## src/rtl/fifo_stream_reader.sv

```systemverilog
// Frame reader: pops frame_len words from a registered-output FIFO and presents
// them as a valid/ready stream through a 3-entry skid queue.
module fifo_stream_reader #(
  parameter int DATA_WIDTH = 32,
  parameter int LEN_WIDTH  = 8
) (
  input  logic                  clk,
  input  logic                  reset,
  input  logic                  cs,
  input  logic                  start,
  input  logic [LEN_WIDTH-1:0]  frame_len,
  input  logic                  fifo_empty,
  output logic                  fifo_rd_en,
  input  logic [DATA_WIDTH-1:0] fifo_data,
  output logic                  m_valid,
  input  logic                  m_ready,
  output logic [DATA_WIDTH-1:0] m_data,
  output logic                  m_last,
  output logic                  busy,
  output logic                  done
);

  localparam logic [1:0] ST_IDLE  = 2'd0;
  localparam logic [1:0] ST_RUN   = 2'd1;
  localparam logic [1:0] ST_DRAIN = 2'd2;

  localparam logic [LEN_WIDTH-1:0] LEN_ZERO = {LEN_WIDTH{1'b0}};
  localparam logic [LEN_WIDTH-1:0] LEN_ONE  = {{(LEN_WIDTH-1){1'b0}}, 1'b1};
  localparam logic [DATA_WIDTH-1:0] DATA_ZERO = {DATA_WIDTH{1'b0}};

  logic [1:0]            state_q, state_d;
  logic [LEN_WIDTH-1:0]  len_q, len_d;
  logic [LEN_WIDTH-1:0]  req_cnt_q, req_cnt_d;
  logic [LEN_WIDTH-1:0]  out_cnt_q, out_cnt_d;
  logic                  inflight_q, inflight_d;
  logic [1:0]            buf_cnt_q, buf_cnt_d;
  logic [DATA_WIDTH-1:0] buf_q [3];
  logic [DATA_WIDTH-1:0] buf_d [3];
  logic                  done_q, done_d;

  logic                  rd_en_s;
  logic                  hs_s;
  logic                  last_s;
  logic [1:0]            cnt_after_pop_s;

  // Read gating uses only registered occupancy, so m_ready never reaches fifo_rd_en.
  assign rd_en_s = (state_q == ST_RUN) && cs && !fifo_empty &&
                   (({1'b0, buf_cnt_q} + {2'b00, inflight_q}) < 3'd3);
  assign m_valid    = (buf_cnt_q != 2'd0);
  assign m_data     = buf_q[0];
  assign last_s     = m_valid && (out_cnt_q == (len_q - LEN_ONE));
  assign m_last     = last_s;
  assign hs_s       = m_valid && m_ready;
  assign busy       = (state_q != ST_IDLE);
  assign done       = done_q;
  assign fifo_rd_en = rd_en_s;

  // Frame control: state, length latch, request/output counters, done pulse.
  always_comb begin
    state_d   = state_q;
    len_d     = len_q;
    req_cnt_d = req_cnt_q;
    out_cnt_d = out_cnt_q;
    done_d    = 1'b0;
    case (state_q)
      ST_IDLE: begin
        if (start && cs) begin
          if (frame_len != LEN_ZERO) begin
            len_d     = frame_len;
            req_cnt_d = LEN_ZERO;
            out_cnt_d = LEN_ZERO;
            state_d   = ST_RUN;
          end else begin
            done_d = 1'b1;
          end
        end else begin
          state_d = ST_IDLE;
        end
      end
      ST_RUN: begin
        if (rd_en_s) begin
          req_cnt_d = req_cnt_q + LEN_ONE;
          if ((req_cnt_q + LEN_ONE) == len_q) begin
            state_d = ST_DRAIN;
          end else begin
            state_d = ST_RUN;
          end
        end else begin
          state_d = ST_RUN;
        end
      end
      ST_DRAIN: begin
        state_d = ST_DRAIN;
      end
      default: begin
        state_d = ST_IDLE;
      end
    endcase
    // The final accepted word closes the frame regardless of the state above.
    if (hs_s) begin
      out_cnt_d = out_cnt_q + LEN_ONE;
      if (last_s) begin
        state_d = ST_IDLE;
        done_d  = 1'b1;
      end else begin
        done_d = done_d;
      end
    end else begin
      out_cnt_d = out_cnt_d;
    end
  end

  // Output queue: pop shifts toward the head, then the returning FIFO word is appended.
  always_comb begin
    inflight_d = rd_en_s;
    buf_d      = buf_q;
    if (hs_s) begin
      buf_d[0]        = buf_q[1];
      buf_d[1]        = buf_q[2];
      buf_d[2]        = buf_q[2];
      cnt_after_pop_s = buf_cnt_q - 2'd1;
    end else begin
      cnt_after_pop_s = buf_cnt_q;
    end
    buf_cnt_d = cnt_after_pop_s;
    if (inflight_q) begin
      buf_cnt_d = cnt_after_pop_s + 2'd1;
      case (cnt_after_pop_s)
        2'd0:    buf_d[0] = fifo_data;
        2'd1:    buf_d[1] = fifo_data;
        2'd2:    buf_d[2] = fifo_data;
        default: buf_d[2] = buf_d[2];
      endcase
    end else begin
      buf_cnt_d = cnt_after_pop_s;
    end
  end

  // State registers; reset wins over every other update in the same cycle.
  always_ff @(posedge clk) begin
    if (reset) begin
      state_q    <= ST_IDLE;
      len_q      <= LEN_ZERO;
      req_cnt_q  <= LEN_ZERO;
      out_cnt_q  <= LEN_ZERO;
      inflight_q <= 1'b0;
      buf_cnt_q  <= 2'd0;
      done_q     <= 1'b0;
      for (int i = 0; i < 3; i++) begin
        buf_q[i] <= DATA_ZERO;
      end
    end else begin
      state_q    <= state_d;
      len_q      <= len_d;
      req_cnt_q  <= req_cnt_d;
      out_cnt_q  <= out_cnt_d;
      inflight_q <= inflight_d;
      buf_cnt_q  <= buf_cnt_d;
      done_q     <= done_d;
      buf_q      <= buf_d;
    end
  end

endmodule

```

## config.mk

```make
export PLATFORM = sky130hd
export DESIGN_NAME = fifo_stream_reader
export DESIGN_NICKNAME = d
export VERILOG_FILES = /design/src/rtl/fifo_stream_reader.sv
export SDC_FILE = /design/constraint.sdc
export NUM_CORES = 1
export LEC_CHECK = 0
export CAP_MARGIN = 20
export CELL_PAD_IN_SITES_DETAIL_PLACEMENT = 1
export CELL_PAD_IN_SITES_GLOBAL_PLACEMENT = 2
export CORE_MARGIN = 1.5
export CORE_UTILIZATION = 34
export CTS_BUF_LIST = sky130_fd_sc_hd__clkbuf_4 sky130_fd_sc_hd__clkbuf_8 sky130_fd_sc_hd__clkbuf_16
export DETAILED_ROUTE_END_ITERATION = 10
export PLACE_DENSITY_LB_ADDON = 0.1
export SLEW_MARGIN = 5
export SYNTH_ARGS = -nofsm -noshare
export SYNTH_HDL_FRONTEND = slang
export SYNTH_SLANG_ARGS = --single-unit
```

## constraint.sdc

```tcl
create_clock -name clk -period 7.25 [get_ports clk]
set_input_delay 1.45 -clock clk [delete_from_list [all_inputs] [get_ports clk]]
set_output_delay 1.45 -clock clk [all_outputs]
set_load 0.03 [all_outputs]
```

==> flow_summary.json <==
{
  "run_status": "finished, final reports clean",
  "synth_seq_area_share_pct": 42.7,
  "clock-skew-final_ns": 0.00965,
  "post-route-min-period_ns": 4.88,
  "clockBufferDepth": 2,
  "switching_power_uw": 504,
  "cts-htree-levels": 4,
  "cts_tree": "yes",
  "worst_hold_startpoint": "buf_q[28]",
  "drtAntennaViolNets": 0,
  "floorplan.initialDensity_pct": 34.5,
  "p_sw_share_pct": 27.3,
  "worst_path_most_repeated_cell": "sky130_fd_sc_hd__clkdlybuf4s50_1",
  "pwr-share-seq_pct": 39.3,
  "count_of_flip_flops_with_a_built_in_enable_after_synthesis": 0,
  "p_int_mw": 1.34,
  "hold_path_depth": 2,
  "grt.total_usage_pct": 18.9,
  "initial_antenna_violation_count": 0,
  "post-cts-setup-buffers": 0,
  "ys_types": 47,
  "ys_seq_elements": 126,
  "ys_async_sr_fraction_pct": 0,
  "drt_iter0_drc": 221,
  "leakage_nw": 2.45,
  "timing.critical_path.slowest_stage_cell": "sky130_fd_sc_hd__clkdlybuf4s50_1",
  "max_cap_violations": 0,
  "post_cts_resize_count": 0,
  "r2r_start": "buf_cnt_q[1]",
  "timing_worst_slew_pin_value_ns": 0.800,
  "die_h_um": 135,
  "wl_met1_um": 7470,
  "mappedNetlistNets": 826,
  "multiInputGateArea_mm2": 0.00292,
  "max_frequency_ghz": 0.205,
  "nets": 845,
  "synth_top_cells_by_area": "sky130_fd_sc_hd__dfxtp_1, sky130_fd_sc_hd__nand2_1, sky130_fd_sc_hd__a311oi_1",
  "max_slew_margin_pct": 46.7,
  "grt_overflow": 0,
  "unrepaired_setup_endpoints_after_global_routing": "no",
  "synth_top_area_share_pct": 42.7,
  "area.sequential_mm2": 0.00252,
  "critPathKind": "in -> out",
  "boundaryPins": 83,
  "numClockSinks": 126,
  "met3_wirelength_um": 629,
  "min_to": "buf_q[28]",
  "crit_path_max_fanout": 12,
  "timing.final.setup_violations": 0,
  "place.port_buffers": 82,
  "r2r-end": "buf_q[51]",
  "fill_cells": 2067,
  "final_min_period_over_clock_period_pct": 67.3,
  "holdBufCountCts": 0,
  "worst_ep_required_time_ns": 5.80,
  "arrival_ns": 3.43,
  "yosysTopAreaCell": "sky130_fd_sc_hd__dfxtp_1",
  "num_antenna_cells": 0,
  "place.gp.congestion": 0.808,
  "clk_transition_reported_paths_ns": 0.05,
  "layout-drive-gt1-share_pct": 6.48,
  "worstSetupStartpointType": "primary input",
  "power_frac_clock_pct": 45.8,
  "hpwlAfterDp_um": 10400,
  "routed_wirelength_um": 16500,
  "worstSetupEndpointType": "primary output",
  "top_layer_in_use": "met4",
  "die_x_um": 135,
  "clkLatencyLatePin_ns": 0.42,
  "grt_start_max_net_pins": 70,
  "worst-r2r-setup-slack_ns": 4.32,
  "synth.avg_cell_area_um2": 7.67,
  "drt_pre_antenna_iters": 4,
  "synth-warning-count": 0,
  "clock_tree.root_cell": "sky130_fd_sc_hd__clkbuf_16",
  "setup_tns_ns": 0,
  "max_stage_delay_ns": 0.71,
  "ys.flop_type": "sky130_fd_sc_hd__dfxtp_1",
  "power.density_cell_area_mw_per_mm2": 256,
  "critPathLaunch": "fifo_empty",
  "design.core.area_mm2": 0.0171,
  "peakVddDrop_mv": 0.188,
  "final_number_of_hold_violating_endpoints": 0,
  "post-route-drc-count": 0,
  "global_route_wire_length_before_repair_um": 27300,
  "route.detailed.wl_per_inst_um": 16.1,
  "routed_via_density": 5.23,
  "synthCells": 771,
  "combPwrFrac_pct": 14.8,
  "route.vias.total": 5372,
  "worstRegToRegCells": 10,
  "area_enclosed_by_the_die_boundary_mm2": 0.0182,
  "report.final.slew_viol_count": 0,
  "yosys-top-cells-count": "sky130_fd_sc_hd__nand2_1, sky130_fd_sc_hd__dfxtp_1, sky130_fd_sc_hd__nor2_1",
  "area_grow_syn2layout_pct": 22.1,
  "routed-wl-met2_um": 8250,
  "min_path_type": "reg -> reg",
  "first_global_vias": 5472,
  "synthMostInstantiatedCell": "sky130_fd_sc_hd__nand2_1",
  "number_of_placement_rows": 48,
  "mappedNetlistArea_mm2": 0.00591,
  "tritoncts.num_buffers": 17,
  "finalCoreUtilization_pct": 42.2,
  "cp_cell_sequence": "clkdlybuf4s50_1 -> nor2_1 -> nand4_1 -> clkinv_1 -> clkdlybuf4s50_1"
}
-- layout by cell type (no fill, tap or decap), types with 2 or more instances in the layout --
cell | netlist | final
sky130_fd_sc_hd__or4_4 | 2 | 2
sky130_fd_sc_hd__nand2_1 | 220 | 218
sky130_fd_sc_hd__and3_1 | 5 | 5
sky130_fd_sc_hd__nor4_1 | 7 | 7
sky130_fd_sc_hd__nor3_1 | 2 | 2
sky130_fd_sc_hd__xor2_1 | 8 | 8
sky130_fd_sc_hd__nand3_1 | 10 | 10
sky130_fd_sc_hd__o211a_1 | 2 | 2
sky130_fd_sc_hd__a31oi_1 | 2 | 2
sky130_fd_sc_hd__xnor2_1 | 13 | 13
sky130_fd_sc_hd__nand3b_1 | 5 | 5
sky130_fd_sc_hd__a21oi_1 | 57 | 57
sky130_fd_sc_hd__o2111a_1 | 2 | 2
sky130_fd_sc_hd__buf_4 | 32 | 8
sky130_fd_sc_hd__nor2_1 | 94 | 94
sky130_fd_sc_hd__clkbuf_16 | 0 | 17
sky130_fd_sc_hd__clkbuf_4 | 0 | 4
sky130_fd_sc_hd__or3b_2 | 2 | 2
sky130_fd_sc_hd__dfxtp_1 | 126 | 126
sky130_fd_sc_hd__nand4_1 | 2 | 2
sky130_fd_sc_hd__o21ai_0 | 11 | 11
sky130_fd_sc_hd__a311oi_1 | 64 | 64
sky130_fd_sc_hd__nand2b_1 | 3 | 2
sky130_fd_sc_hd__a211oi_1 | 2 | 2
sky130_fd_sc_hd__clkdlybuf4s50_1 | 0 | 81
sky130_fd_sc_hd__or3_1 | 3 | 3
sky130_fd_sc_hd__nand2_2 | 0 | 2
sky130_fd_sc_hd__nor2b_1 | 3 | 2
sky130_fd_sc_hd__clkbuf_8 | 0 | 6
sky130_fd_sc_hd__inv_1 | 8 | 8
sky130_fd_sc_hd__ha_1 | 9 | 9
-- metrics by stage --
step | instance area (um^2) | hold WS (ns) | setup WS (ns) | std cells | power (mW)
5_1_grt | 7220 | 0.478 | 2.22 | 1027 | 1.93
3_3_place_gp | 6630 | 0.441 | 2.46 | 996 | 1.01
4_1_cts | 7220 | 0.456 | 2.38 | 1027 | 1.88
3_5_place_dp | 6630 | 0.447 | 2.37 | 996 | 1.02
2_1_floorplan | 5910 | 0.437 | 3.68 | 771 | 0.917
6_report | 7220 | 0.454 | 2.37 | 1027 | 1.85
-- final cells by class --
cell class,instances,area share [%]
clock inverters,4,0.711
clock buffers,27,7.46
flip-flops and latches,126,35.0
inverters,9,0.468
repair buffers,89,12.1
well taps,225,3.90
multi-input cells,547,40.4
-- worst max path at each step --
stage                 end  slack, ns  depth (start not counted)
2_1_floorplan      m_last       3.68                          6
3_3_place_gp   fifo_rd_en       2.46                          5
3_5_place_dp   fifo_rd_en       2.37                          5
4_1_cts        fifo_rd_en       2.38                          5
5_1_grt        fifo_rd_en       2.22                          5
6_report       fifo_rd_en       2.37                          5
-- power by group through the flow --
stage | logic [mW] | registers (mW) | clock network (mW)
final | 0.274 | 0.726 | 0.846
after global routing | 0.307 | 0.729 | 0.898
after CTS | 0.280 | 0.727 | 0.871
after detailed placement | 0.279 | 0.742 | 0
after global placement | 0.272 | 0.740 | 0
after floorplan | 0.182 | 0.734 | 0
-- state kept, by name, summed over array words and instances (netlist names) --
register and flops:
req_cnt_q 8, buf_cnt_q 2, inflight_q 1, m_data 32, buf_q 64, done 1, len_q 8, out_cnt_q 8
state_q 2
-- layer usage --
metal | vias to the layer above | GRT usage (%)
met2 | 79 | 33.5
met1 | 2626 | 22.8
met4 | 0 | 6.03
met3 | 14 | 4.28
li1 | 2653 | -
met5 | - | 0
-- critical path: cells and delay by family --
kind / cells / cell delay [ns]
buffers and inverters: 3 / 1.44
and+or+nand+nor: 2 / 0.54
-- logic make-up after synthesis --
kind of cell	after synthesis	synth area share, %
AOI/OAI and AO/OA	151	18.0
xor gates and xnor gates	22	3.49
adders and majority gates	9	1.90
buffers and inverters	98	8.25
DFF	126	42.7
muxes	1	0.190
and+or+nand+nor	364	25.5
Note: power is estimated with default switching activity, not from simulation.
